[src/rtl/shift_add_multiplier.sv]
// Sequential unsigned WIDTH x WIDTH multiplier: one ripple-carry adder reused for WIDTH
// shift-and-add iterations; start is accepted only in IDLE and done pulses for one cycle.
module shift_add_multiplier #(
  parameter int WIDTH = 4
) (
  input  logic               clk,
  input  logic               rst_n,
  input  logic               start,
  input  logic [WIDTH-1:0]   a,
  input  logic [WIDTH-1:0]   b,
  output logic               busy,
  output logic               done,
  output logic [2*WIDTH-1:0] product
);
  localparam int CW = $clog2(WIDTH + 1);

  typedef enum logic [1:0] {IDLE, CALC, DONE} state_t;

  state_t             state_q, state_d;
  logic [WIDTH-1:0]   mcand_q, mcand_d;
  logic [WIDTH-1:0]   acc_hi_q, acc_hi_d;
  logic [WIDTH-1:0]   mq_q, mq_d;
  logic [CW-1:0]      count_q, count_d;
  logic [2*WIDTH-1:0] product_q, product_d;

  logic [WIDTH-1:0]   addend;
  logic [WIDTH-1:0]   sum;
  logic [WIDTH:0]     cy;
  logic [2*WIDTH-1:0] shifted;

  assign addend = mq_q[0] ? mcand_q : '0;
  assign cy[0]  = 1'b0;

  // Ripple-carry chain of full-adder cells; carry-out becomes the new MSB after the shift.
  for (genvar i = 0; i < WIDTH; i++) begin : g_fa
    assign sum[i]  = acc_hi_q[i] ^ addend[i] ^ cy[i];
    assign cy[i+1] = (acc_hi_q[i] & addend[i]) | (cy[i] & (acc_hi_q[i] ^ addend[i]));
  end

  assign shifted = {cy[WIDTH], sum, mq_q[WIDTH-1:1]};

  always_comb begin
    state_d   = state_q;
    mcand_d   = mcand_q;
    acc_hi_d  = acc_hi_q;
    mq_d      = mq_q;
    count_d   = count_q;
    product_d = product_q;
    unique case (state_q)
      IDLE: begin
        if (start) begin
          mcand_d  = a;
          mq_d     = b;
          acc_hi_d = '0;
          count_d  = '0;
          state_d  = CALC;
        end
      end
      CALC: begin
        acc_hi_d = shifted[2*WIDTH-1:WIDTH];
        mq_d     = shifted[WIDTH-1:0];
        count_d  = count_q + 1'b1;
        if (count_q == CW'(WIDTH - 1)) begin
          product_d = shifted;
          state_d   = DONE;
        end
      end
      DONE:    state_d = IDLE;
      default: state_d = IDLE;
    endcase
  end

  always_ff @(posedge clk or negedge rst_n) begin
    if (!rst_n) begin
      state_q   <= IDLE;
      mcand_q   <= '0;
      acc_hi_q  <= '0;
      mq_q      <= '0;
      count_q   <= '0;
      product_q <= '0;
    end else begin
      state_q   <= state_d;
      mcand_q   <= mcand_d;
      acc_hi_q  <= acc_hi_d;
      mq_q      <= mq_d;
      count_q   <= count_d;
      product_q <= product_d;
    end
  end

  assign busy    = (state_q == CALC);
  assign done    = (state_q == DONE);
  assign product = product_q;

endmodule

[config.mk]
export PLATFORM = sky130hd
export DESIGN_NAME = shift_add_multiplier
export DESIGN_NICKNAME = d
export VERILOG_FILES = /design/src/rtl/shift_add_multiplier.sv
export SDC_FILE = /design/constraint.sdc
export NUM_CORES = 1
export LEC_CHECK = 0
export BUFFER_PORTS_ARGS = -buffer_cell sky130_fd_sc_hd__buf_2
export CAP_MARGIN = 20
export CORE_MARGIN = 5
export CORE_UTILIZATION = 57
export DETAILED_ROUTE_END_ITERATION = 7
export GPL_ROUTABILITY_DRIVEN = 0
export MAX_ROUTING_LAYER = met4
export PLACE_DENSITY_LB_ADDON = 0.2
export REMOVE_ABC_BUFFERS = 1
export SLEW_MARGIN = 10
export SYNTH_ARGS = -nofsm -noshare
export SYNTH_HDL_FRONTEND = slang
export SYNTH_SLANG_ARGS = --single-unit
[constraint.sdc]
create_clock -name clk -period 4 [get_ports clk]
set_input_delay 0.8 -clock clk [delete_from_list [all_inputs] [get_ports clk]]
set_output_delay 0.8 -clock clk [all_outputs]
set_load 0.01 [all_outputs]
==> run_results.csv, run 1 <==
group,metric,value,unit
critical_path,required,3200,ps
synth,yosys_warnings,0,
clocking,hold_buffers,0,
routing,vias,767,
synth,syn_inst,98,
clocking,cts_root_buffer,"clkbuf_4",
clocking,clock-sinks,25,
routing,firstDrtPassIters,4,
timing,fin_tns_setup,0,ps
synth,avgSynthCellArea,11.5,um^2
final_layout,fill_cells,173,
timing,worst_hold_slack,440,ps
global_routing,grt_max_degree,26,
routing,ant_nets,0,
die,fp-row-count,16,
hold_path,hp-class,"in -> async",
timing,drv_slew,0,
placement,port_buffers,20,
die,start_util,0.587,
critical_path,endpoint_kind,"output port",
final_layout,design_area,1270,um^2
timing,finalCritPeriodShare,0.566,
routing,drt_wl_total,2030,um
placement,dp_slack,1820,ps
critical_path,reg2reg_depth,7,
final_layout,final_util,0.659,
outcome,outcome,"completed",
placement,hpwl,1470,um
global_routing,grtUsageTotal,0.175,
critical_path,reg2reg_from,"mq_q[0]",
critical_path,startpoint_type,"flip-flop",
clocking,numCtsBuffers,3,
final_layout,instances_no_fill,146,
final_layout,fin_nets,137,
timing,tightest_slew,528,ps
final_layout,area_growth,12.3,%
synth,syn_area,1130,um^2
clocking,tritoncts,"done",
power_and_ir_drop,p_total,0.985,mW
routing,route.detailed.drc,0,
timing,setup_violations,0,
placement,placedCellCount,142,
clocking,cts_buffer_depth,2,
final_layout,layout_commonest_cell,"dfrtp_1",
placement,post_dp_cell_area,1240,um^2
power_and_ir_drop,power-per-cell-area,778,nW/um^2
die,die_height,54.5,um
die,die_w,54.5,um
critical_path,worstPathArrival,1470,ps
synth,ys_seq_elements,25,
timing,finalWorstSetupSlack,1730,ps
routing,post_drt_wl_per_cell,13.9,um
critical_path,r2r-end,"acc_hi_q[2]",
routing,dr.first_iter.drc_count,19,
clocking,cts_setup_buffers,0,
routing,vias_per_cell,5.25,
synth,ys_types,21,
timing,finClkSkew,5.84,ps
final_layout,final_cell_mix,"dfrtp_1, buf_2, nand2_1, inv_1, o21ai_0",
timing,relSlewSlack,0.648,
clocking,cts_resized,0,
timing,fmax,441,MHz
final_layout,layout-drive-gt1-share,0.286,
critical_path,path_class,"reg -> out",
critical_path,crit_start,"state_q[0]",
power_and_ir_drop,leakage,0.614,nW
timing,hold_viol,0,
flow_run,cap_violations,0,
global_routing,grt-ovfl-total,0,
die,die_area,2970,um^2
power_and_ir_drop,peakVddDrop,0.567,mV
timing,fin_crit,2270,ps
die,ios,21,
synth,yosysSeqAreaShare,0.555,
timing,rsz0062_at_grt,"false",
global_routing,grt_pass1_vias,789,
critical_path,rrSetupSlack,1790,ps
final_layout,antennaDiodeCount,0,
critical_path,cp_max_fo,11,
clocking,htreeDepth,1,
global_routing,antenna_found_initial,0,
clocking,clk_pin_slew,140,ps
global_routing,grt_pass1_wl,3570,um
clocking,clk_latency,310,ps
die,core_area,1920,um^2
## layer usage
metal,vias to the layer above,part of all wire,GRT usage
met1,370,0.47,0.224
li1,372,-,-
met2,23,0.48,0.285
met5,-,0,-
met4,0,0.0069,0.0498
met3,2,0.045,0.0327
## layout make-up
cell class	instances	area [um^2]	area share
inverters	10	37.5	0.0296
multi-input cells	60	443	0.350
repair buffers	20	100	0.0791
well taps	27	33.8	0.0267
clock buffers	4	26.3	0.0208
flip-flops and latches	25	626	0.494
## Yosys cell counts (all sizes together)
cell | count | area (um^2)
buf | 3 | 21.3
and2 | 1 | 6.26
or4b | 1 | 10.0
dfrtp | 25 | 626
nand2b | 2 | 12.5
nor2 | 3 | 13.8
o21bai | 1 | 11.3
nand3b | 1 | 20.0
fa | 3 | 60.1
nand2 | 13 | 48.8
mux2 | 8 | 90.1
o21ai | 11 | 55.1
o22ai | 6 | 37.5
a21oi | 5 | 25.0
nor2b | 1 | 6.26
a22o | 1 | 8.76
ha | 3 | 37.5
inv | 10 | 37.5
## flip-flops by register name, summed over array words and instances, names as in the netlist
signal    count
mq_q          4
mcand_q       4
state_q       2
product       8
acc_hi_q      4
count_q       3
## kinds of logic (layout without fill, tap and decap cells)
logic type                 count (synthesis)  in the layout  share of synthesized area
DFF                                       25             25                      0.555
AOI/OAI and AO/OA                         24             24                      0.122
and+or+nand+nor                           22             22                      0.104
buffers and inverters                     13             34                     0.0522
muxes                                      8              8                     0.0799
adders and majority gates                  6              6                     0.0866
## worst max path at each step
| stage | end | depth (start not counted) |
|---|---|---|
| after floorplan | acc_hi_q[2] | 7 |
| after global placement | acc_hi_q[2] | 7 |
| after detailed placement | acc_hi_q[2] | 7 |
| after CTS | busy | 3 |
| after global routing | acc_hi_q[2] | 7 |
| final | busy | 3 |
## critical path, cell delays in order (launching register included)
cell      delay, ps
dfrtp_1         570
nand2b_1        310
inv_1           140
buf_2           140
## report_power, final
| group | total, mW | switching (mW) | internal [mW] |
|---|---|---|---|
| Combinational | 0.414 | 0.223 | 0.191 |
| Clock | 0.114 | 0.0748 | 0.0389 |
| Sequential | 0.457 | 0.0865 | 0.371 |
| Total | 0.985 | 0.384 | 0.601 |
No activity file was read; power rests on OpenSTA's default activity.
==> run 2: changes to the inputs <==
--- a/config.mk
+++ b/config.mk
@@ -5,10 +5,11 @@
 export SDC_FILE = /design/constraint.sdc
 export NUM_CORES = 1
 export LEC_CHECK = 0
+export ABC_AREA = 1
 export BUFFER_PORTS_ARGS = -buffer_cell sky130_fd_sc_hd__buf_2
 export CAP_MARGIN = 20
 export CORE_MARGIN = 5
-export CORE_UTILIZATION = 57
+export CORE_UTILIZATION = 48
 export DETAILED_ROUTE_END_ITERATION = 7
 export GPL_ROUTABILITY_DRIVEN = 0
 export MAX_ROUTING_LAYER = met4
==> constraint.sdc (replaced) <==
create_clock -name clk -period 1.9 [get_ports clk]
set_input_delay 0.38 -clock clk [delete_from_list [all_inputs] [get_ports clk]]
set_output_delay 0.38 -clock clk [all_outputs]
set_load 0.01 [all_outputs]
==> run 2 against run 1 <==
  * The flow now finishes with violations (setup timing)
  * Clock skew fell by 2.4 ps
  * Combinational power rose by 130%
  * Utilization fell by 10 points
  * Cell count rose by 23%
  * Wire length rose by 5.6%
  * Critical path type is now reg -> reg
  * Critical endpoint is now acc_hi_q[2]
  * Largest cell class unchanged
==> run_results.csv, run 2 <==
group,metric,value,unit
synth,yosys.area.top_type,"dfrtp_1",
synth,synthMuxAreaShare,0,
routing,vias,909,
synth,synth_fa_ha_area_frac,0.0820,
routing,ant_nets,0,
routing,route.detailed.drc,0,
clocking,numCtsBuffers,3,
clocking,clk_pin_slew,130,ps
routing,post_drt_wl_per_cell,11.9,um
synth,ys.flop_type,"dfrtp_1",
timing,fin_tns_setup,-315,ps
outcome,outcome,"finished with violations",
placement,port_buffers,20,
timing,rsz0062_at_grt,"true",
final_layout,layout-drive-gt1-share,0.267,
clocking,cts_buffer_depth,2,
routing,vias_per_cell,5.05,
timing,worst_hold_slack,30.3,ps
critical_path,r2r-end,"acc_hi_q[2]",
critical_path,endpoint_kind,"flip-flop",
clocking,cts_root_buffer,"clkbuf_4",
global_routing,grt_pass1_wl,3750,um
synth,synth_common_cells,"nand2_1, dfrtp_1, inv_1",
synth,synth_xor_area_frac,0,
power_and_ir_drop,leakage,0.723,nW
timing,setup_violations,4,
final_layout,final_cell_mix,"nand2_1, dfrtp_1, inv_1, buf_2, nand3_1",
critical_path,startpoint_type,"flip-flop",
timing,finalWorstSetupSlack,-134,ps
synth,synth_top_family_by_area,"simple AND/OR/NAND/NOR gates",
timing,tightest_slew,548,ps
die,fp-row-count,18,
synth,syn_area,1190,um^2
global_routing,antenna_found_initial,0,
outcome,violations,"setup timing",
placement,placedCellCount,176,
critical_path,cp_max_fo,2,
final_layout,fin_nets,168,
final_layout,design_area,1360,um^2
clocking,hold_buffers,0,
timing,relSlewSlack,0.635,
die,ios,21,
final_layout,layout_commonest_cell,"nand2_1",
timing,hold_viol,0,
timing,fmax,492,MHz
synth,syn_inst,127,
final_layout,instances_no_fill,180,
power_and_ir_drop,p_total,2.09,mW
final_layout,antennaDiodeCount,0,
routing,drt_wl_total,2150,um
timing,finalCritPeriodShare,1.07,
synth,yosysTopAreaCellShare,0.526,
power_and_ir_drop,power-per-cell-area,1540,nW/um^2
synth,ys_top_cells_by_area,"dfrtp_1, nand2_1, nand3_1",
die,start_util,0.489,
hold_path,hp-class,"in -> async",
placement,hpwl,1580,um
routing,firstDrtPassIters,4,
die,core_area,2430,um^2
global_routing,grt-ovfl-total,0,
clocking,htreeDepth,1,
critical_path,reg2reg_depth,8,
synth,yosysMostFrequentCell,"nand2_1",
die,die_w,59.8,um
clocking,clk_latency,310,ps
synth,ys_seq_elements,25,
timing,drv_slew,0,
synth,avgSynthCellArea,9.37,um^2
timing,fin_crit,2030,ps
die,die_height,59.8,um
clocking,tritoncts,"done",
critical_path,worstPathArrival,2250,ps
routing,dr.first_iter.drc_count,21,
critical_path,crit_start,"mq_q[0]",
synth,synthArstFlopShare,1.00,
timing,finClkSkew,3.47,ps
power_and_ir_drop,peakVddDrop,0.863,mV
flow_run,cap_violations,0,
synth,synth_compound_area_frac,0.105,
final_layout,area_growth,13.9,%
synth,synthSimpleGateAreaFrac,0.199,
die,die_area,3570,um^2
critical_path,reg2reg_from,"mq_q[0]",
synth,yosys_warnings,0,
critical_path,required,2110,ps
synth,synth_edf_count,0,
global_routing,grt_max_degree,26,
placement,post_dp_cell_area,1320,um^2
final_layout,largest_reg_flops,8,
critical_path,crit_end,"acc_hi_q[2]",
clocking,cts_setup_buffers,0,
global_routing,grtUsageTotal,0.142,
clocking,clock-sinks,25,
critical_path,rrSetupSlack,-130,ps
synth,ys_types,16,
critical_path,path_class,"reg -> reg",
global_routing,grt_pass1_vias,886,
synth,yosysSeqAreaShare,0.526,
## run 2: cell types whose count changed after synthesis, sizes merged, moves of 4 or more
| cell | before | now |
|---|---|---|
| a21oi | 5 | 1 |
| inv | 10 | 21 |
| mux2 | 8 | 0 |
| nand2 | 13 | 30 |
| nand3 | 0 | 19 |
| o21ai | 11 | 18 |
| o22ai | 6 | 0 |
## run 2: worst min path at each step
stage | endpoint | slack, ps | cells after the start
2_1_floorplan | acc_hi_q[0] | 80 | 0
3_3_place_gp | product[5] | 400 | 1
3_5_place_dp | product[5] | 400 | 1
4_1_cts | mcand_q[1] | 50 | 1
5_1_grt | product[1] | 80 | 1
6_report | product[2] | 30 | 1
## run 2: stage by stage
stage / util / setup slack [ps]
floorplan: - / -211
CTS: 0.557 / -185
global route: 0.557 / -242
finish: 0.557 / -134
detailed placement: 0.544 / -207
global placement: 0.544 / -170
## run 2: critical path, stage by stage (launching register included)
cell	delay (ps)
dfrtp_1	380
nand2_1	50
inv_1	50
ha_1	120
inv_1	40
fa_2	330
fa_2	350
fa_1	520
o21ai_1	80
## run 2: area by class of cell
cell class / instances / area [um^2]
clock buffer: 4 / 26.3
fill: 237 / 1080
inverter: 21 / 78.8
multi-input combinational: 77 / 464
sequential: 25 / 626
tap: 30 / 37.5
timing repair buffer: 23 / 123
## run 2: report_power, final
part / internal [mW] / switching, mW
combinational: 0.380 / 0.582
sequential: 0.754 / 0.134
clock: 0.0821 / 0.155
## run 2: logic make-up after synthesis
| logic type | Yosys count |
|---|---|
| AOI/OAI and AO/OA | 19 |
| adders and majority gates | 6 |
| buffers and inverters | 25 |
| DFF | 25 |
| and+or+nand+nor | 52 |
## run 2: what timing repair did
| item | in CTS | in global routing |
|---|---|---|
| gates resized for setup | 4 | 0 |
| pin swaps | 2 | 1 |
| gates cloned | 0 | 0 |
| setup endpoints to repair | 4 | 4 |
## run 2: metal layers
metal	wire length, um	vias up	GRT usage	share of wire
met5	0	-	-	0
met4	15	0	0.0475	0.0070
met3	145	2	0.0259	0.068
met2	1040	23	0.230	0.48
met1	949	432	0.179	0.44
li1	-	452	-	-
==> run 3: changes to the inputs <==
--- a/config.mk
+++ b/config.mk
@@ -13,7 +13,7 @@
 export DETAILED_ROUTE_END_ITERATION = 7
 export GPL_ROUTABILITY_DRIVEN = 0
 export MAX_ROUTING_LAYER = met4
-export PLACE_DENSITY_LB_ADDON = 0.2
+export PLACE_DENSITY = 0.75
 export REMOVE_ABC_BUFFERS = 1
 export SLEW_MARGIN = 10
 export SYNTH_ARGS = -nofsm -noshare
==> run 3 against run 2 <==
  * The run still ends with setup timing left
  * Cell count did not move
  * Global-route usage grew 0.23 points
  * Die area did not move
  * Utilization stayed put
  * Flip-flop and latch count unchanged
  * Largest cell class unchanged
==> run_results.csv, run 3 (synthesized netlist as in run 2, its figures left out) <==
group,metric,value,unit
critical_path,max_stage_delay,520,ps
clocking,clock-sinks,25,
timing,tightest_slew,526,ps
power_and_ir_drop,peakVddDrop,0.771,mV
routing,post_drt_wl_per_cell,12.1,um
global_routing,grt-ovfl-total,0,
placement,hpwl,1570,um
timing,worst_hold_slack,18.1,ps
outcome,violations,"setup timing",
outcome,outcome,"finished with violations",
critical_path,endpoint_kind,"flip-flop",
critical_path,cp_max_fo,2,
routing,route.detailed.drc,0,
final_layout,largest_reg_flops,8,
clocking,cts_buffer_depth,2,
routing,ant_nets,0,
timing,fmax,477,MHz
clocking,htreeDepth,1,
clocking,clk_pin_slew,130,ps
final_layout,antennaDiodeCount,0,
critical_path,cp_cell_sequence,"nand2_1 > inv_1 > ha_1 > inv_1 > fa_2 > fa_2 > fa_1 > o21ai_1",
timing,rsz0062_at_grt,"true",
global_routing,grt_pass1_vias,818,
critical_path,worstPathArrival,2310,ps
critical_path,r2r-end,"acc_hi_q[2]",
critical_path,required,2110,ps
final_layout,area_growth,13.9,%
die,fp-row-count,18,
critical_path,rrSetupSlack,-200,ps
clocking,clk_latency,320,ps
clocking,cts_root_buffer,"clkbuf_4",
global_routing,grt_max_degree,26,
routing,vias_per_cell,4.84,
timing,finClkSkew,2.77,ps
routing,vias,872,
timing,relSlewSlack,0.649,
power_and_ir_drop,leakage,0.723,nW
placement,placedCellCount,175,
timing,setup_violations,4,
die,ios,21,
critical_path,startpoint_type,"flip-flop",
die,die_height,59.8,um
final_layout,fin_nets,168,
critical_path,path_class,"reg -> reg",
flow_run,cap_violations,0,
global_routing,antenna_found_initial,0,
routing,dr.first_iter.drc_count,33,
global_routing,grtUsageTotal,0.144,
final_layout,final_cell_mix,"nand2_1, dfrtp_1, inv_1, buf_2, nand3_1",
clocking,numCtsBuffers,3,
die,start_util,0.489,
placement,port_buffers,20,
final_layout,instances_no_fill,180,
timing,hold_viol,0,
global_routing,grt_pass1_wl,3740,um
critical_path,reg2reg_depth,8,
timing,fin_crit,2100,ps
final_layout,layout-drive-gt1-share,0.267,
critical_path,critPathSlowestCell,"fa_1",
power_and_ir_drop,power-per-cell-area,1550,nW/um^2
final_layout,layout_commonest_cell,"nand2_1",
clocking,tritoncts,"done",
timing,drv_slew,0,
power_and_ir_drop,p_total,2.10,mW
die,core_area,2430,um^2
die,die_w,59.8,um
routing,firstDrtPassIters,4,
critical_path,reg2reg_from,"mq_q[0]",
routing,drt_wl_total,2170,um
hold_path,hp-class,"in -> async",
die,die_area,3570,um^2
timing,finalWorstSetupSlack,-197,ps
timing,finalCritPeriodShare,1.10,
## run 3: cell counts in the layout (fill, tap and decap cells not counted)
No cell type changed its count.
## run 3: final cells by class
type | instances | area, um^2
clock buffers | 4 | 26.3
repair buffers | 23 | 123
inverters | 21 | 78.8
multi-input cells | 77 | 464
flip-flops and latches | 25 | 626
well taps | 30 | 37.5
fillers | 220 | 1080
## run 3: worst max-delay path, delay by kind of cell, from the launching register on
family	cells	cell delay (ps)
adders and majority gates	4	1360
DFF	1	380
buffers and inverters	2	110
AOI/OAI and AO/OA	1	80
and+or+nand+nor	1	60
## run 3: worst max-delay path by stage
stage | from | endpoint | slack [ps] | cells past startpoint
detailed placement | mcand_q[0] | acc_hi_q[2] | -260 | 8
CTS | mq_q[0] | acc_hi_q[2] | -210 | 8
floorplan | mq_q[0] | acc_hi_q[2] | -210 | 8
global route | mcand_q[0] | acc_hi_q[2] | -270 | 8
global placement | mcand_q[0] | acc_hi_q[2] | -170 | 8
finish | mq_q[0] | acc_hi_q[2] | -200 | 8
## run 3: metrics by stage
step | util | area, um^2 | worst slack (ps) | setup TNS [ps]
3_5_place_dp | 0.541 | 1320 | -258 | -713
6_report | 0.557 | 1360 | -197 | -583
4_1_cts | 0.557 | 1360 | -208 | -630
5_1_grt | 0.557 | 1360 | -265 | -891
2_1_floorplan | - | 1160 | -211 | -557
3_3_place_gp | 0.541 | 1320 | -169 | -455
## run 3: where the power goes
group	leakage [nW]	switching, mW	internal [mW]	total [mW]
Combinational	0.392	0.593	0.381	0.974
Sequential	0.316	0.134	0.753	0.887
Clock	0.0150	0.157	0.0821	0.239
## run 3: layer usage
metal	up-vias	routed length, um	global-route usage
li1	447	-	-
met1	399	992	0.186
met2	22	1050	0.225
met3	4	91	0.0194
met4	0	39	0.0665
met5	-	0	-
## run 3: repair_timing
action | in CTS | in global routing
resized for setup | 3 | 0
hold buffers | 0 | 0
setup endpoints to repair | 4 | 4
endpoints found under the hold margin | 0 | 0
pin swaps | 2 | 3
buffers inserted | 1 | 0
cloned | 0 | 0
